**src/rtl/msg_assembler_if.sv**
```systemverilog
// Word-in / message-out bus for msg_assembler.
//   data_in, data_in_valid   : one word per valid cycle, no backpressure
//   data_out, data_out_valid : last completed message and its one-cycle pulse
// master drives words and observes messages; slave is the assembler side.
interface msg_assembler_if #(
  parameter int unsigned WORD_SIZE        = 8,
  parameter int unsigned WORDS_PER_PACKET = 4
);
  logic [WORD_SIZE-1:0]                  data_in;
  logic                                  data_in_valid;
  logic [WORD_SIZE*WORDS_PER_PACKET-1:0] data_out;
  logic                                  data_out_valid;

  modport master (
    output data_in,
    output data_in_valid,
    input  data_out,
    input  data_out_valid
  );

  modport slave (
    input  data_in,
    input  data_in_valid,
    output data_out,
    output data_out_valid
  );
endinterface

```
**src/rtl/msg_assembler.sv**
```systemverilog
// Message assembler: packs every WORDS_PER_PACKET accepted words into one
// message, first word in the most-significant position.
// Ports:
//   clk     : rising-edge clock
//   n_reset : asynchronous active-low reset
//   bus     : msg_assembler_if.slave (data_in/data_in_valid in,
//             data_out/data_out_valid out, both outputs registered)
module msg_assembler #(
  parameter int unsigned WORD_SIZE        = 8,
  parameter int unsigned WORDS_PER_PACKET = 4
) (
  input  logic            clk,
  input  logic            n_reset,
  msg_assembler_if.slave  bus
);

  localparam int unsigned MSG_W = WORD_SIZE * WORDS_PER_PACKET;
  localparam int unsigned CNT_W = (WORDS_PER_PACKET > 1) ? $clog2(WORDS_PER_PACKET) : 1;

  logic [CNT_W-1:0] cnt_q;
  logic [MSG_W-1:0] out_q;
  logic             vld_q;
  logic [MSG_W-1:0] msg_next_c;
  logic             last_c;

  // Current word closes the message being assembled.
  assign last_c = bus.data_in_valid && (cnt_q == CNT_W'(WORDS_PER_PACKET - 1));

  // Assembly history: only the older WORDS_PER_PACKET-1 words need storing,
  // the oldest word of the full-width shift result would be discarded anyway.
  if (WORDS_PER_PACKET == 1) begin : g_single
    assign msg_next_c = bus.data_in;
  end else begin : g_multi
    localparam int unsigned HOLD_W = (WORDS_PER_PACKET - 1) * WORD_SIZE;
    logic [HOLD_W-1:0] hold_q;

    assign msg_next_c = {hold_q, bus.data_in};

    always_ff @(posedge clk or negedge n_reset) begin
      if (!n_reset) begin
        hold_q <= '0;
      end else if (bus.data_in_valid) begin
        hold_q <= msg_next_c[HOLD_W-1:0];
      end
    end
  end

  // Word counter, output holding register and completion pulse.
  always_ff @(posedge clk or negedge n_reset) begin
    if (!n_reset) begin
      cnt_q <= '0;
      out_q <= '0;
      vld_q <= 1'b0;
    end else begin
      vld_q <= 1'b0;
      if (bus.data_in_valid) begin
        if (last_c) begin
          cnt_q <= '0;
          out_q <= msg_next_c;
          vld_q <= 1'b1;
        end else begin
          cnt_q <= cnt_q + CNT_W'(1);
        end
      end
    end
  end

  assign bus.data_out       = out_q;
  assign bus.data_out_valid = vld_q;

endmodule

```
**src/flat_wrapper.sv**
```systemverilog
// flat-port wrapper written by rule: the top's interface ports become plain ports
module msg_assembler_flat 
#(
  parameter int unsigned WORD_SIZE        = 8,
  parameter int unsigned WORDS_PER_PACKET = 4
)
  (clk, n_reset, bus_data_in, bus_data_in_valid, bus_data_out, bus_data_out_valid);
  msg_assembler_if #(.WORD_SIZE(WORD_SIZE), .WORDS_PER_PACKET(WORDS_PER_PACKET)) bus_i ();
  input  logic clk;
  input  logic n_reset;
  input wire logic [$bits(bus_i.data_in)-1:0] bus_data_in;
  input wire logic [$bits(bus_i.data_in_valid)-1:0] bus_data_in_valid;
  output wire logic [$bits(bus_i.data_out)-1:0] bus_data_out;
  output wire logic [$bits(bus_i.data_out_valid)-1:0] bus_data_out_valid;
  assign bus_i.data_in = bus_data_in;
  assign bus_i.data_in_valid = bus_data_in_valid;
  assign bus_data_out = bus_i.data_out;
  assign bus_data_out_valid = bus_i.data_out_valid;
  msg_assembler #(.WORD_SIZE(WORD_SIZE), .WORDS_PER_PACKET(WORDS_PER_PACKET)) u_core (.clk(clk), .n_reset(n_reset), .bus(bus_i));
endmodule
```
**config.mk**
```make
export PLATFORM = sky130hd
export DESIGN_NAME = msg_assembler_flat
export DESIGN_NICKNAME = d
export VERILOG_FILES = /design/src/rtl/msg_assembler_if.sv /design/src/rtl/msg_assembler.sv /design/src/flat_wrapper.sv
export SDC_FILE = /design/constraint.sdc
export NUM_CORES = 1
export LEC_CHECK = 0
export CORE_UTILIZATION = 55
export DETAILED_ROUTE_END_ITERATION = 7
export DONT_BUFFER_PORTS = 1
export PLACE_DENSITY = 0.81
export SLEW_MARGIN = 40
export SYNTH_ARGS = -nofsm -noshare
export SYNTH_HDL_FRONTEND = slang
export SYNTH_SLANG_ARGS = --single-unit
export TNS_END_PERCENT = 1
```
**constraint.sdc**
```tcl
create_clock -name clk -period 1.2 [get_ports clk]
set_input_delay 0.24 -clock clk [delete_from_list [all_inputs] [get_ports clk]]
set_output_delay 0.24 -clock clk [all_outputs]
set_load 0.02 [all_outputs]
```
# --- After elaboration in Yosys (flattened, before gate mapping) ---
# Index checks and enable logic that the tools add are counted.
word_totals:
  regBits: 59
  elab_cells: 11
  out_inout_bits: 33
op_classes:
  muxes: 3
  n_reduce_logical: 2
  n_addsub: 1
  eq_ne: 1
ops:
  columns: ["cell", "count"]
  rows:
  - ["adder 2 x 1 -> 2 bit (second input constant)", 1]
  - ["equality test 2 bit (second input constant)", 1]
  - ["2-to-1 mux 1 bit", 2]
  - ["2-to-1 mux 2 bit", 1]
  - ["AND reduction 2 bit", 1]
  - ["logical AND 1 bit", 1]

# --- Depth between registers and ports, before layout ---
logic_depth:
  ltp_word: 4
  ltp_mapped: 4
  depth_no_buf: 3

# --- Worst setup path after synthesis ---
# Ideal clock, no wire load.
synth_timing:
  kind: "reg-to-reg"
  startpoint: "reg u_core.cnt_q[0]"
  endpoint: "reg u_core.out_q[0] (netlist: u_core.bus.data_out[0])"
  period_less_slack_ns: 1.294
  t_required_ns: 1.075
  arrival_time_ns: 1.168
  setup_ns: 0.125
  setup_slack_ns: -0.094
  path_stages_with_launch: 5
  path_cell_list: "dfrtp_1 > ha_1 > nand2_4 > buf_6 > mux2_4"
synth_via:
  elab_chain_cells: 3
synth_rtl:
  columns: ["item", "line", "text"]
  rows:
  - ["start, declared", "msg_assembler.sv:20", "logic [CNT_W-1:0] cnt_q;"]
  - ["start signal, assigned", "msg_assembler.sv:62", "cnt_q <= cnt_q + CNT_W'(1);"]
  - ["equality test 2 bit", "msg_assembler.sv:27", "assign last_c = bus.data_in_valid && (cnt_q == CNT_W'(WORDS_PER_PACKET - 1));"]
  - ["logical AND 1 bit", "msg_assembler.sv:27", null]
  - ["AND reduction 2 bit (no source line)", null, null]
  - ["end signal, assigned", "msg_assembler.sv:59", "out_q <= msg_next_c;"]
  - ["end, declared", "msg_assembler.sv:21", "logic [MSG_W-1:0] out_q;"]
# Every way passes these cells.
# A chain may end at the register's enable or synchronous reset.

# --- Worst setup path in the final report ---
layout_timing:
  startpoint: "reg u_core.cnt_q[0]"
  endpoint: "reg u_core.out_q[5] (netlist: u_core.bus.data_out[5])"
# The elaborated chain is that of the path after synthesis.

==> run_results.csv <==
group,metric,value,unit
route,first_iter_violations,57,
clock_network,clk_path_buf_depth,2,
floorplan,die_area,0.00450,mm^2
cells_and_area,drive_gt1_share,55.3,%
global_route,grt_pass1_vias,1156,
cells_and_area,mostFrequentLayoutCells,"59 x dfrtp_1, 32 x mux2_4, 26 x mux2_2",
outcome,status,"finished with violations",
floorplan,fp.coreArea,0.00403,mm^2
synthesis,synth_area,0.00233,mm^2
clock_network,clock-sinks,59,
clock_network,clk_pin_slew,0.06,ns
cells_and_area,nNetsFinal,149,
cells_and_area,diodes,0,
floorplan,start_util,57.8,%
synthesis,ys_types,9,
timing,min_period_over_period,108,%
timing,worst_slack,-0.0901,ns
setup_path,critPathMaxFanout,8,
setup_path,cp_data_arrival_time,1.50,ns
route,routed_wl,3850,um
synthesis,yosysWarnings,0,
clock_network,cts_tree,"yes",
outcome,failed_checks,"negative hold slack, negative setup slack",
setup_path,cp_slowest_stage_delay,0.41,ns
setup_path,crit_path_end_kind,"flop",
timing,slew_viol_final,0,
global_route,met2_usage,29.9,%
global_route,use_met1,21.3,%
timing,rsz0062_at_grt,"true",
route,postRouteAntennaNets,0,
hold_path,hp-class,"input pin to async pin",
flow_run,cap_viol_max_count,0,
cells_and_area,fin_area,0.00262,mm^2
route,via_per_inst,5.63,
global_route,grt_pass1_wl,5920,um
floorplan,core.rowCount,23,
clock_network,cts_inserted_buffers,9,
route,drc_errors,0,
global_route,use_met3,7.19,%
setup_path,crit_chain,"ha_4, nand2_8, clkbuf_16, mux2_4",
power_and_ir_drop,p_per_area,2730,mW/mm^2
cells_and_area,fillers,279,
placed_design,io_buffer_count,0,
placed_design,place.gp.congestion,0.679,
synthesis,yosysSeqAreaShare,63.4,%
setup_path,cp_top_family,"flip-flops",
route,wl_per_cell,20.1,um
clock_network,htreeDepth,3,
placed_design,dp_cells,173,
cells_and_area,final_cell_count_no_fill,191,
route,vias,1075,
synthesis,synth-seq-cells,59,
setup_path,cp-start-kind,"flop",
power_and_ir_drop,ir_worst_vdd,1.30,mV
global_route,antenna_found_initial,0,
placed_design,place_area,0.00237,mm^2
clock_network,clockRootBuffer,"clkbuf_8",
global_route,track_usage,19.2,%
cells_and_area,area_growth,12.6,%
synthesis,syn-instance-count,127,
global_route,grt.overflow.total,0,
timing,hold_violations,59,
cells_and_area,final_common_cell,"dfrtp_1",
timing,worst_hold_slack,-0.402,ns
setup_path,crit_required,1.41,ns
placed_design,dp.final_hpwl,2220,um
timing,fin_crit,1.29,ns
timing,setup_violations,32,
timing,fmax,775,MHz
timing,finClkSkew,0.00700,ns
floorplan,io_pins,44,
synthesis,syn_area_per_cell,18.3,um^2
setup_path,cpMaxStageDelayCell,"dfrtp_1",
timing,tightest_slew,0.258,ns
setup_path,critPathKind,"flop to flop",
timing,maxSlewHeadroom,82.8,%
floorplan,die_x,67.1,um
cells_and_area,utilization,65.1,%
clock_network,insertion_delay,0.33,ns
floorplan,die_h,67.1,um
power_and_ir_drop,leakage,1.26,nW
setup_path,r2r-start,"u_core.cnt_q[0]",
setup_path,cp-startpoint,"u_core.cnt_q[0]",
setup_path,path_buf_inv,1,
global_route,top_usage_layer,"met2",
route,dr.pass1.iters,3,
synthesis,synthesis.nets,139,
global_route,grt_start_max_net_pins,60,
## sequential cells by signal, summed over array words and instances (netlist names)
register and flops:
u_core.bus.data_out 32, u_core.g_multi.hold_q 24, u_core.cnt_q 2, u_core.bus.data_out_valid 1
## cell usage after synthesis (all sizes together)
master	number	share of area (%)
ha	1	0.54
buf	6	2.6
nor2	1	0.16
inv	1	0.16
mux2	58	33
dfrtp	59	63
nand2	1	0.48
## worst register-to-register path, stage by stage, from the launching register on
cell and delay, ns:
dfrtp_1 0.41, ha_4 0.20, nand2_8 0.09, clkbuf_16 0.17, mux2_4 0.30
## cells by family after synthesis
kind of cell               after synthesis  share of synthesized area, %
and+or+nand+nor                          2                         0.644
buffers and inverters                    7                          2.74
adders and majority gates                1                         0.537
DFF                                     59                          63.4
muxes                                   58                          32.7
## through the flow
stage / TNS, ns / setup slack, ns / power (W)
2_1_floorplan: -1.44 / -0.0510 / 0.00516
3_3_place_gp: -2.03 / -0.0918 / 0.00534
3_5_place_dp: -3.00 / -0.131 / 0.00545
4_1_cts: -3.07 / -0.130 / 0.00702
5_1_grt: -3.16 / -0.116 / 0.00751
6_report: -2.28 / -0.0901 / 0.00716
## timing repair
item,in CTS,in global routing
setup endpoints to repair,32,32
setup buffers,0,1
pin swaps,0,2
resized for setup,1,4
cloned,0,2
hold endpoints to repair,59,59
## final timing paths
kind                                                  end  slack [ns]  depth (start not counted)
max in group asynchronous          u_core.bus.data_out[8]        1.51                          0
worst max-delay path               u_core.bus.data_out[5]       -0.09                          4
worst min-delay path             u_core.g_multi.hold_q[1]       -0.40                          0
worst max register to register     u_core.bus.data_out[5]       -0.09                          4
min in group clk                   u_core.bus.data_out[6]        0.05                          1
worst min register to register  u_core.g_multi.hold_q[18]        0.51                          1
## area by class of cell
class,count,area [um^2],share of cell area [%]
timing repair buffer,5,97.6,3.72
multi-input combinational,61,822,31.3
clock buffer,12,145,5.53
clock inverter,3,15.0,0.573
inverter,1,3.75,0.143
tap,50,62.6,2.39
sequential,59,1480,56.3
## per-layer routing
layer  up-vias  wire, um
li1        465         -
met1       566      1640
met3        10       217
met5         -         0
met2        34      1910
met4         0        80
## power by group
part	switching [W]	internal, W
Combinational	0.000446	0.00125
Clock	0.000723	0.000784
Sequential	0.00125	0.00271
Note: power is estimated with default switching activity, not from simulation.
